File: config.mk
export PLATFORM = sky130hd
export DESIGN_NAME = iob_acc_ctrl
export DESIGN_NICKNAME = d
export VERILOG_FILES = /design/src/rtl/iob_acc_ctrl.sv
export SDC_FILE = /design/constraint.sdc
export NUM_CORES = 1
export LEC_CHECK = 0
export ABC_AREA = 1
export BUFFER_PORTS_ARGS = -buffer_cell sky130_fd_sc_hd__buf_2
export CAP_MARGIN = 20
export CORE_UTILIZATION = 50
export CTS_CLUSTER_SIZE = 40
export DETAILED_ROUTE_END_ITERATION = 10
export HOLD_SLACK_MARGIN = 0.02
export PLACE_DENSITY_LB_ADDON = 0.1
export RECOVER_POWER = 50
export SYNTH_ARGS = -nofsm -noshare
export SYNTH_HDL_FRONTEND = slang
export SYNTH_SLANG_ARGS = --single-unit
File: constraint.sdc
create_clock -name clk_i -period 2.7 [get_ports clk_i]
set_input_delay 0.135 -clock clk_i [delete_from_list [all_inputs] [get_ports clk_i]]
set_output_delay 0.135 -clock clk_i [all_outputs]
set_load 0.02 [all_outputs]
File: src/rtl/iob_acc_ctrl.sv
// iob_acc_ctrl: frame-accumulate controller with a loadable accumulator.
// It takes a start command with a frame length, then consumes exactly that many
// samples over a valid/ready stream. The first sample of a frame loads the
// accumulator and each later sample is added to it. The sum is then presented
// on a valid/ready result port.
// Optional build macro: IOB_ACC_CTRL_SAT_EN. When it is defined, the accumulate
// step saturates to all ones instead of wrapping.
module iob_acc_ctrl #(
    parameter int unsigned DATA_W = 21,
    parameter int unsigned LEN_W  = 8
) (
    input  logic              clk_i,
    input  logic              cke_i,
    input  logic              arst_n_i,
    input  logic              start_i,
    input  logic [LEN_W-1:0]  len_i,
    output logic              busy_o,
    input  logic              s_valid_i,
    input  logic [DATA_W-1:0] s_data_i,
    output logic              s_ready_o,
    output logic              m_valid_o,
    output logic [DATA_W-1:0] m_data_o,
    input  logic              m_ready_i,
    output logic              ovf_o
);

    localparam int unsigned SUM_W = DATA_W + 1;

    typedef enum logic [1:0] {
        S_IDLE  = 2'd0,
        S_FIRST = 2'd1,
        S_ACC   = 2'd2,
        S_OUT   = 2'd3
    } state_t;

    state_t             r_state;
    logic [LEN_W-1:0]   r_count;
    logic [LEN_W-1:0]   r_len;
    logic [DATA_W-1:0]  r_acc;
    logic               r_ovf;
    logic               r_busy;
    logic               r_s_ready;
    logic               r_m_valid;

    state_t             w_state_nxt;
    logic [LEN_W-1:0]   w_count_nxt;
    logic [LEN_W-1:0]   w_len_nxt;
    logic [DATA_W-1:0]  w_acc_nxt;
    logic               w_ovf_nxt;
    logic               w_busy_nxt;
    logic               w_s_ready_nxt;
    logic               w_m_valid_nxt;

    logic               w_s_hs;
    logic               w_m_hs;
    logic [SUM_W-1:0]   w_sum;
    logic               w_carry;
    logic [DATA_W-1:0]  w_sum_lo;
    logic [DATA_W-1:0]  w_acc_add;
    logic [LEN_W-1:0]   w_count_inc;

    // Handshakes use the registered ready/valid that the ports present.
    assign w_s_hs      = s_valid_i & r_s_ready;
    assign w_m_hs      = r_m_valid & m_ready_i;

    // The adder is one bit wider than the data so that the carry-out is visible.
    assign w_sum       = SUM_W'(r_acc) + SUM_W'(s_data_i);
    assign w_carry     = w_sum[DATA_W];
    assign w_sum_lo    = w_sum[DATA_W-1:0];
    assign w_count_inc = r_count + LEN_W'(1);

    // Accumulate result: saturating or modulo, selected at build time.
`ifdef IOB_ACC_CTRL_SAT_EN
    assign w_acc_add = w_carry ? {DATA_W{1'b1}} : w_sum_lo;
`else
    assign w_acc_add = w_sum_lo;
`endif

    // Next-state, datapath and next-output decode.
    always_comb begin
        w_state_nxt   = r_state;
        w_count_nxt   = r_count;
        w_len_nxt     = r_len;
        w_acc_nxt     = r_acc;
        w_ovf_nxt     = r_ovf;
        w_busy_nxt    = 1'b0;
        w_s_ready_nxt = 1'b0;
        w_m_valid_nxt = 1'b0;

        case (r_state)
            S_IDLE: begin
                if (start_i) begin
                    if (len_i != '0) begin
                        w_len_nxt   = len_i;
                        w_count_nxt = '0;
                        w_state_nxt = S_FIRST;
                    end else begin
                        // An empty frame reports a sum of zero.
                        w_acc_nxt   = '0;
                        w_ovf_nxt   = 1'b0;
                        w_state_nxt = S_OUT;
                    end
                end
            end
            S_FIRST: begin
                if (w_s_hs) begin
                    w_acc_nxt   = s_data_i;
                    w_ovf_nxt   = 1'b0;
                    w_count_nxt = LEN_W'(1);
                    w_state_nxt = (r_len == LEN_W'(1)) ? S_OUT : S_ACC;
                end
            end
            S_ACC: begin
                if (w_s_hs) begin
                    w_acc_nxt   = w_acc_add;
                    w_ovf_nxt   = r_ovf | w_carry;
                    w_count_nxt = w_count_inc;
                    if (w_count_inc == r_len) begin
                        w_state_nxt = S_OUT;
                    end
                end
            end
            S_OUT: begin
                if (w_m_hs) begin
                    w_state_nxt = S_IDLE;
                end
            end
            default: begin
                w_state_nxt = S_IDLE;
            end
        endcase

        w_busy_nxt    = (w_state_nxt != S_IDLE);
        w_s_ready_nxt = (w_state_nxt == S_FIRST) || (w_state_nxt == S_ACC);
        w_m_valid_nxt = (w_state_nxt == S_OUT);
    end

    // State, datapath and output registers. All of them are frozen while cke_i is low.
    always_ff @(posedge clk_i or negedge arst_n_i) begin
        if (!arst_n_i) begin
            r_state   <= S_IDLE;
            r_count   <= '0;
            r_len     <= '0;
            r_acc     <= '0;
            r_ovf     <= 1'b0;
            r_busy    <= 1'b0;
            r_s_ready <= 1'b0;
            r_m_valid <= 1'b0;
        end else if (cke_i) begin
            r_state   <= w_state_nxt;
            r_count   <= w_count_nxt;
            r_len     <= w_len_nxt;
            r_acc     <= w_acc_nxt;
            r_ovf     <= w_ovf_nxt;
            r_busy    <= w_busy_nxt;
            r_s_ready <= w_s_ready_nxt;
            r_m_valid <= w_m_valid_nxt;
        end
    end

    // The ports are driven straight from the registers.
    assign busy_o    = r_busy;
    assign s_ready_o = r_s_ready;
    assign m_valid_o = r_m_valid;
    assign m_data_o  = r_acc;
    assign ovf_o     = r_ovf;

endmodule

==> flow_summary.json, run 1 <==
{
  "drv_cap": 0,
  "fp.dieH_microns": 87.0,
  "hold_path.class": "input pin to register",
  "hold_viol": 0,
  "fin_ws_ns": 0.457,
  "track_usage_pct": 25.2,
  "grt_max_degree": 44,
  "rsz0062_at_grt": "no",
  "cts_resized": 0,
  "netlist_area_sq_mm": 0.00361,
  "cts_tree": "built",
  "drt-total-wl_microns": 8780,
  "grt_pass1_vias": 3481,
  "finalPower_w": 0.00368,
  "numCtsBuffers": 5,
  "final_area_sq_mm": 0.00408,
  "syn_to_final_growth_pct": 13.0,
  "status": "complete, no violations",
  "start_util_pct": 52.6,
  "synth_top_flop_cell": "dfrtp_1",
  "drt_iter0_drc": 150,
  "clk_pin_slew_ns": 0.09,
  "detailed_place.area_sq_mm": 0.00398,
  "io_buffers": 59,
  "cp.required_ns": 2.90,
  "crit_chain": "ha_1 > inv_1 > fa_1 > inv_1 > nand3_1 > nand2_1 > nand2_1 > nand3_2 > nand2_1 > nand2_1 > nand2_1 > nand2_1 > nand2_1 > nand3_1 > nand2_1 > nand2_1 > nand2_1",
  "cts.sinks": 43,
  "vias": 3654,
  "n_fill_cell": 705,
  "fin_crit_sh_pct": 83.1,
  "cp_common_cell": "nand2_1",
  "setup_viol": 0,
  "cp-end-kind": "register",
  "clockBufferDepth": 2,
  "synthTopCellsByCount": "198 x nand2_1, 54 x inv_1, 43 x dfrtp_1",
  "ys_warn_count": 0,
  "crit_fanout": 5,
  "dp.final_hpwl_microns": 6730,
  "avgSynthCellArea_sq_um": 6.70,
  "antenna_cells": 0,
  "cp-start-kind": "register",
  "drv_slew": 0,
  "die_w_microns": 87.0,
  "max_freq_mhz": 446,
  "clkLatencyLatePin_ns": 0.30,
  "synthArstFlopShare_pct": 100,
  "cp_data_arrival_time_ns": 2.45,
  "min_period_ns": 2.24,
  "crit_type": "register to register",
  "postSynthNetCount": 604,
  "design.die.area_sq_mm": 0.00757,
  "grt_overflow": 0,
  "via_per_inst": 5.23,
  "first_pass_iters": 5,
  "cts_root_buf": "clkbuf_8",
  "finClkSkew_ns": 0.00800,
  "slowest_delay_ns": 0.41,
  "core-area_sq_mm": 0.00687,
  "place_ws_ns": 0.497,
  "detail-route-antenna-nets": 0,
  "final_nets": 666,
  "synth_seq_area_share_pct": 29.8,
  "synth_edf_count": 0,
  "routedWlPerCell_microns": 12.6,
  "drc": 0,
  "ys_seq_elements": 43,
  "synth_cells": 539,
  "place_congestion": 0.872,
  "vdd_drop_max_mv": 0.504,
  "final_layout_size_suffix_gt1_share_pct": 12.6,
  "setup_total_negative_slack_ns": 0,
  "yosysMostFrequentCell": "nand2_1",
  "slowest_stage": "fa_1",
  "row_count": 30,
  "synth_top_cell_by_area": "dfrtp_1",
  "grt_pass1_wl_microns": 15200,
  "antenna_found_initial": 0,
  "worst_pin_slew_ns": 0.924,
  "netlist_top_cells_area": "dfrtp_1 30%, nand2_1 21%, ha_1 10%",
  "io_pins": 60,
  "slew_headroom_pct": 38.4,
  "synth_top_area_share_pct": 29.8,
  "leakage_nw": 2.20,
  "ys_types": 39,
  "powerDensity_mw_per_mm2": 903,
  "post-cts-setup-buffers": 0,
  "h-tree-depth": 2
}
## state kept, by name, indices dropped and copies added, names as in the netlist
signal / count
m_data_o: 21
r_len: 8
r_state: 2
r_count: 8
s_ready_o: 1
busy_o: 1
m_valid_o: 1
ovf_o: 1
## cell type report
class | count | area, sq um | area share, %
clock buffers | 6 | 72.6 | 1.78
clock inverters | 2 | 12.5 | 0.307
inverters | 63 | 241 | 5.92
multi-input cells | 425 | 2230 | 54.8
flip-flops and latches | 43 | 1080 | 26.4
well taps | 96 | 120 | 2.94
repair buffers | 63 | 324 | 7.94
## worst max-delay path: cells and delay by family (launching register included)
family	cells	cell delay, ns
adder cells (fa/ha/maj)	2	0.62
buffers and inverters	2	0.15
flip-flops	1	0.37
AND/OR/NAND/NOR	13	1.01
## kinds of logic after synthesis
family	Yosys count	share of synthesized area, %
and+or+nand+nor	294	35.1
buffers and inverters	71	8.38
xor gates and xnor gates	4	0.970
DFF	43	29.8
AOI/OAI and AO/OA	97	15.2
adders and majority gates	30	10.6
## final timing paths
kind / end / slack [ns] / start / depth (start not counted)
min in group asynchronous: m_data_o[10] / 0.48 / arst_n_i / 2
hold reg to reg: busy_o / 0.50 / busy_o / 2
setup / recovery: m_data_o[18] / 0.46 / m_data_o[0] / 17
hold / removal: r_len[1] / 0.09 / len_i[1] / 3
setup reg to reg: m_data_o[18] / 0.46 / m_data_o[0] / 17
max in group asynchronous: r_len[6] / 1.55 / arst_n_i / 3
## cell usage in the layout, fill, tap and decap left out, types with 2 or more instances in the layout
master / instances
nor2_8: 2
nand3_1: 34
clkbuf_8: 5
a22o_1: 7
clkbuf_1: 14
inv_4: 2
nand3_2: 2
o22ai_1: 8
nand2_1: 198
nand3b_1: 4
xnor2_1: 3
nor2_1: 32
a21oi_1: 31
nor2_2: 2
nor4_1: 2
inv_1: 54
dfrtp_1: 43
nand4_1: 8
o21ai_1: 5
o21ai_0: 39
or2_2: 2
a31oi_1: 2
buf_4: 2
nor3_1: 5
ha_1: 29
buf_2: 46
inv_2: 7
## report_power, final
group	internal [W]	switching (W)	leakage [nW]
sequential	0.000855	0.000186	0.569
clock	0.000182	0.000243	0.0412
combinational	0.000767	0.00145	1.59
total	0.00180	0.00188	2.20
## per-layer routing
metal	part of all wire (%)	GRT usage (%)
met1	43	30.1
met2	52	48.0
met3	3.9	3.03
met4	0.65	5.61
met5	0	0
## per-stage QoR
| step | hold WS, ns | utilization (%) | cells |
|---|---|---|---|
| after floorplan | -0.161 | - | 539 |
| after global placement | 0.358 | 58.0 | 688 |
| after detailed placement | 0.365 | 58.0 | 688 |
| after CTS | 0.0378 | 59.2 | 696 |
| after global routing | 0.0971 | 59.4 | 698 |
| final | 0.0860 | 59.4 | 698 |
## what timing repair did
| item | 4_1_cts | 5_1_grt |
|---|---|---|
| setup endpoints to repair | 0 | 0 |
| hold buffers | 0 | 1 |
| hold endpoints to repair | 0 | 14 |
Note: power is estimated with default switching activity, not from simulation.
==> run 2: changes to the inputs <==
- ABC_AREA: 1 -> 0
- clock period: 2.7 -> 2.25 ns (I/O delays scaled with it)
==> flow_summary.json, run 2 <==
{
  "slew_headroom_pct": 25.0,
  "drv_slew": 0,
  "netlist_area_sq_mm": 0.00333,
  "postSynthNetCount": 450,
  "netlist_top_cells_area": "dfrtp_1 32%, ha_1 11%, xnor2_1 5.3%",
  "cts_root_buf": "clkbuf_8",
  "design.die.area_sq_mm": 0.00700,
  "critPathTopFamily": "simple AND/OR/NAND/NOR gates",
  "synth_cells": 385,
  "fin_ws_ns": -0.224,
  "final_layout_size_suffix_gt1_share_pct": 39.9,
  "first_pass_iters": 4,
  "cp_data_arrival_time_ns": 2.67,
  "cp-end-kind": "register",
  "largest_register_ffs": 21,
  "crit_type": "register to register",
  "fp.dieH_microns": 83.6,
  "layoutNonFillerInstCount": 613,
  "drc": 0,
  "grt_overflow": 0,
  "hold_path.class": "input pin to register",
  "crit_fanout": 2,
  "avgSynthCellArea_sq_um": 8.66,
  "most-common-layout-cells": "90 x buf_4, 52 x buf_2, 39 x dfrtp_1",
  "clockBufferDepth": 2,
  "min_period_ns": 2.47,
  "slowest_stage": "dfrtp_1",
  "detail-route-antenna-nets": 0,
  "drv_cap": 0,
  "dp.final_hpwl_microns": 7010,
  "grt_pass1_wl_microns": 16300,
  "final_area_sq_mm": 0.00482,
  "crit_buf_inv": 1,
  "antenna_cells": 0,
  "h-tree-depth": 2,
  "io_buffers": 59,
  "synth_edf_count": 0,
  "ys_types": 56,
  "hold_viol": 0,
  "final_util_pct": 75.5,
  "cp-start-kind": "register",
  "final_common_cell": "buf_4",
  "n_fill_cell": 475,
  "die_w_microns": 83.6,
  "ys_seq_elements": 43,
  "io_pins": 60,
  "synth_top_area_share_pct": 32.3,
  "powerDensity_mw_per_mm2": 1380,
  "violations": "negative setup slack",
  "synthTopCellsByCount": "43 x dfrtp_1, 37 x nand2_1, 29 x ha_1",
  "cts.sinks": 43,
  "status": "complete, but fails checks",
  "synth_seq_area_share_pct": 32.3,
  "antenna_found_initial": 0,
  "syn_to_final_growth_pct": 44.7,
  "cp.required_ns": 2.45,
  "crit_chain": "ha_4 > xnor2_2 > nand4_1 > nor3_1 > nand3_1 > nor4_1 > buf_4 > a211oi_2 > or2_1 > ha_2 > mux2_4",
  "clkLatencyLatePin_ns": 0.30,
  "slowest_delay_ns": 0.42,
  "synthArstFlopShare_pct": 100,
  "regArea_sq_mm": 0.00108,
  "worst_pin_slew_ns": 1.12,
  "routedWlPerCell_microns": 15.9,
  "place_congestion": 0.931,
  "row_count": 29,
  "vdd_drop_max_mv": 0.848,
  "drt_iter0_drc": 120,
  "detailed_place.area_sq_mm": 0.00434,
  "fin_crit_sh_pct": 110,
  "max_freq_mhz": 404,
  "via_per_inst": 5.76,
  "ys_warn_count": 0,
  "leakage_nw": 2.34,
  "rsz0062_at_grt": "yes",
  "clk_pin_slew_ns": 0.09,
  "synth_top_cell_by_area": "dfrtp_1",
  "core-area_sq_mm": 0.00639,
  "finClkSkew_ns": 0.00686,
  "grt_pass1_vias": 3451,
  "vias": 3529,
  "setup_viol": 4,
  "grt_max_degree": 44,
  "numCtsBuffers": 5,
  "multi_input_area_sq_mm": 0.00240,
  "start_util_pct": 52.2,
  "synth_top_flop_cell": "dfrtp_1",
  "place_inst": 585,
  "cts_tree": "built",
  "drt-total-wl_microns": 9720,
  "track_usage_pct": 28.5,
  "yosysMostFrequentCell": "dfrtp_1",
  "final_nets": 600
}
==> run 2: logic make-up (layout without fill, tap and decap cells) <==
group                    count (synthesis)  count (layout)  share of synthesized area [%]
multiplexers                            12              12                           3.98
adder cells (fa/ha/maj)                 30              30                           11.5
AND/OR/NAND/NOR                        116             116                           16.7
flip-flops                              43              43                           32.3
XOR/XNOR                                30              30                           7.88
buffers and inverters                   30             181                           3.64
AO/OA/AOI/OAI                          124             124                           24.1
==> run 2: where the power goes <==
part	leakage (nW)	switching, W	internal [W]
Combinational	1.72	0.00236	0.00229
Sequential	0.554	0.000256	0.00108
Clock	0.0612	0.000290	0.000360
Total	2.34	0.00290	0.00374
==> run 2: worst paths after layout <==
kind	start	endpoint	slack, ns	cells after the start
max in group asynchronous	arst_n_i	m_data_o[6]	0.85	3
min in group asynchronous	arst_n_i	busy_o	0.63	3
worst min register to register	r_count[7]	r_count[7]	0.50	1
worst max register to register	r_count[1]	s_ready_o	-0.22	11
worst min-delay path	len_i[2]	r_len[2]	0.04	2
worst max-delay path	r_count[1]	s_ready_o	-0.22	11
==> run 2: timing repair <==
| action | CTS | global route |
|---|---|---|
| pin swaps | 13 | 27 |
| setup buffers | 9 | 12 |
| hold buffers | 1 | 0 |
| resized for setup | 27 | 30 |
| endpoints found under the setup margin | 12 | 20 |
| endpoints found under the hold margin | 43 | 0 |
==> run 2: through the flow <==
| step | total power (W) | setup slack [ns] | setup TNS, ns | hold slack, ns |
|---|---|---|---|---|
| floorplan | 0.00387 | -0.299 | -0.299 | -0.183 |
| global placement | 0.00523 | -0.216 | -0.522 | 0.233 |
| detailed placement | 0.00534 | -0.265 | -0.882 | 0.233 |
| CTS | 0.00629 | -0.224 | -0.483 | 0.0341 |
| global route | 0.00715 | -0.332 | -1.55 | 0.0331 |
| finish | 0.00664 | -0.224 | -0.540 | 0.0376 |
==> run 2: final cells by class <==
cell class,instances,share of cell area (%)
Clock inverter,2,0.727
Sequential cell,43,22.4
Tap cell,77,2.00
Inverter,13,1.01
Timing Repair Buffer,160,22.4
Clock buffer,6,1.71
Multi-Input combinational cell,312,49.8
==> run 2: layer usage <==
| layer | routed length (microns) | vias up | part of all wire (%) | track usage [%] |
|---|---|---|---|---|
| li1 | - | 1708 | - | - |
| met1 | 4210 | 1727 | 43 | 34.4 |
| met2 | 5050 | 77 | 52 | 51.7 |
| met3 | 278 | 17 | 2.9 | 3.86 |
| met4 | 184 | 0 | 1.9 | 10.0 |
| met5 | 0 | - | 0 | 0 |
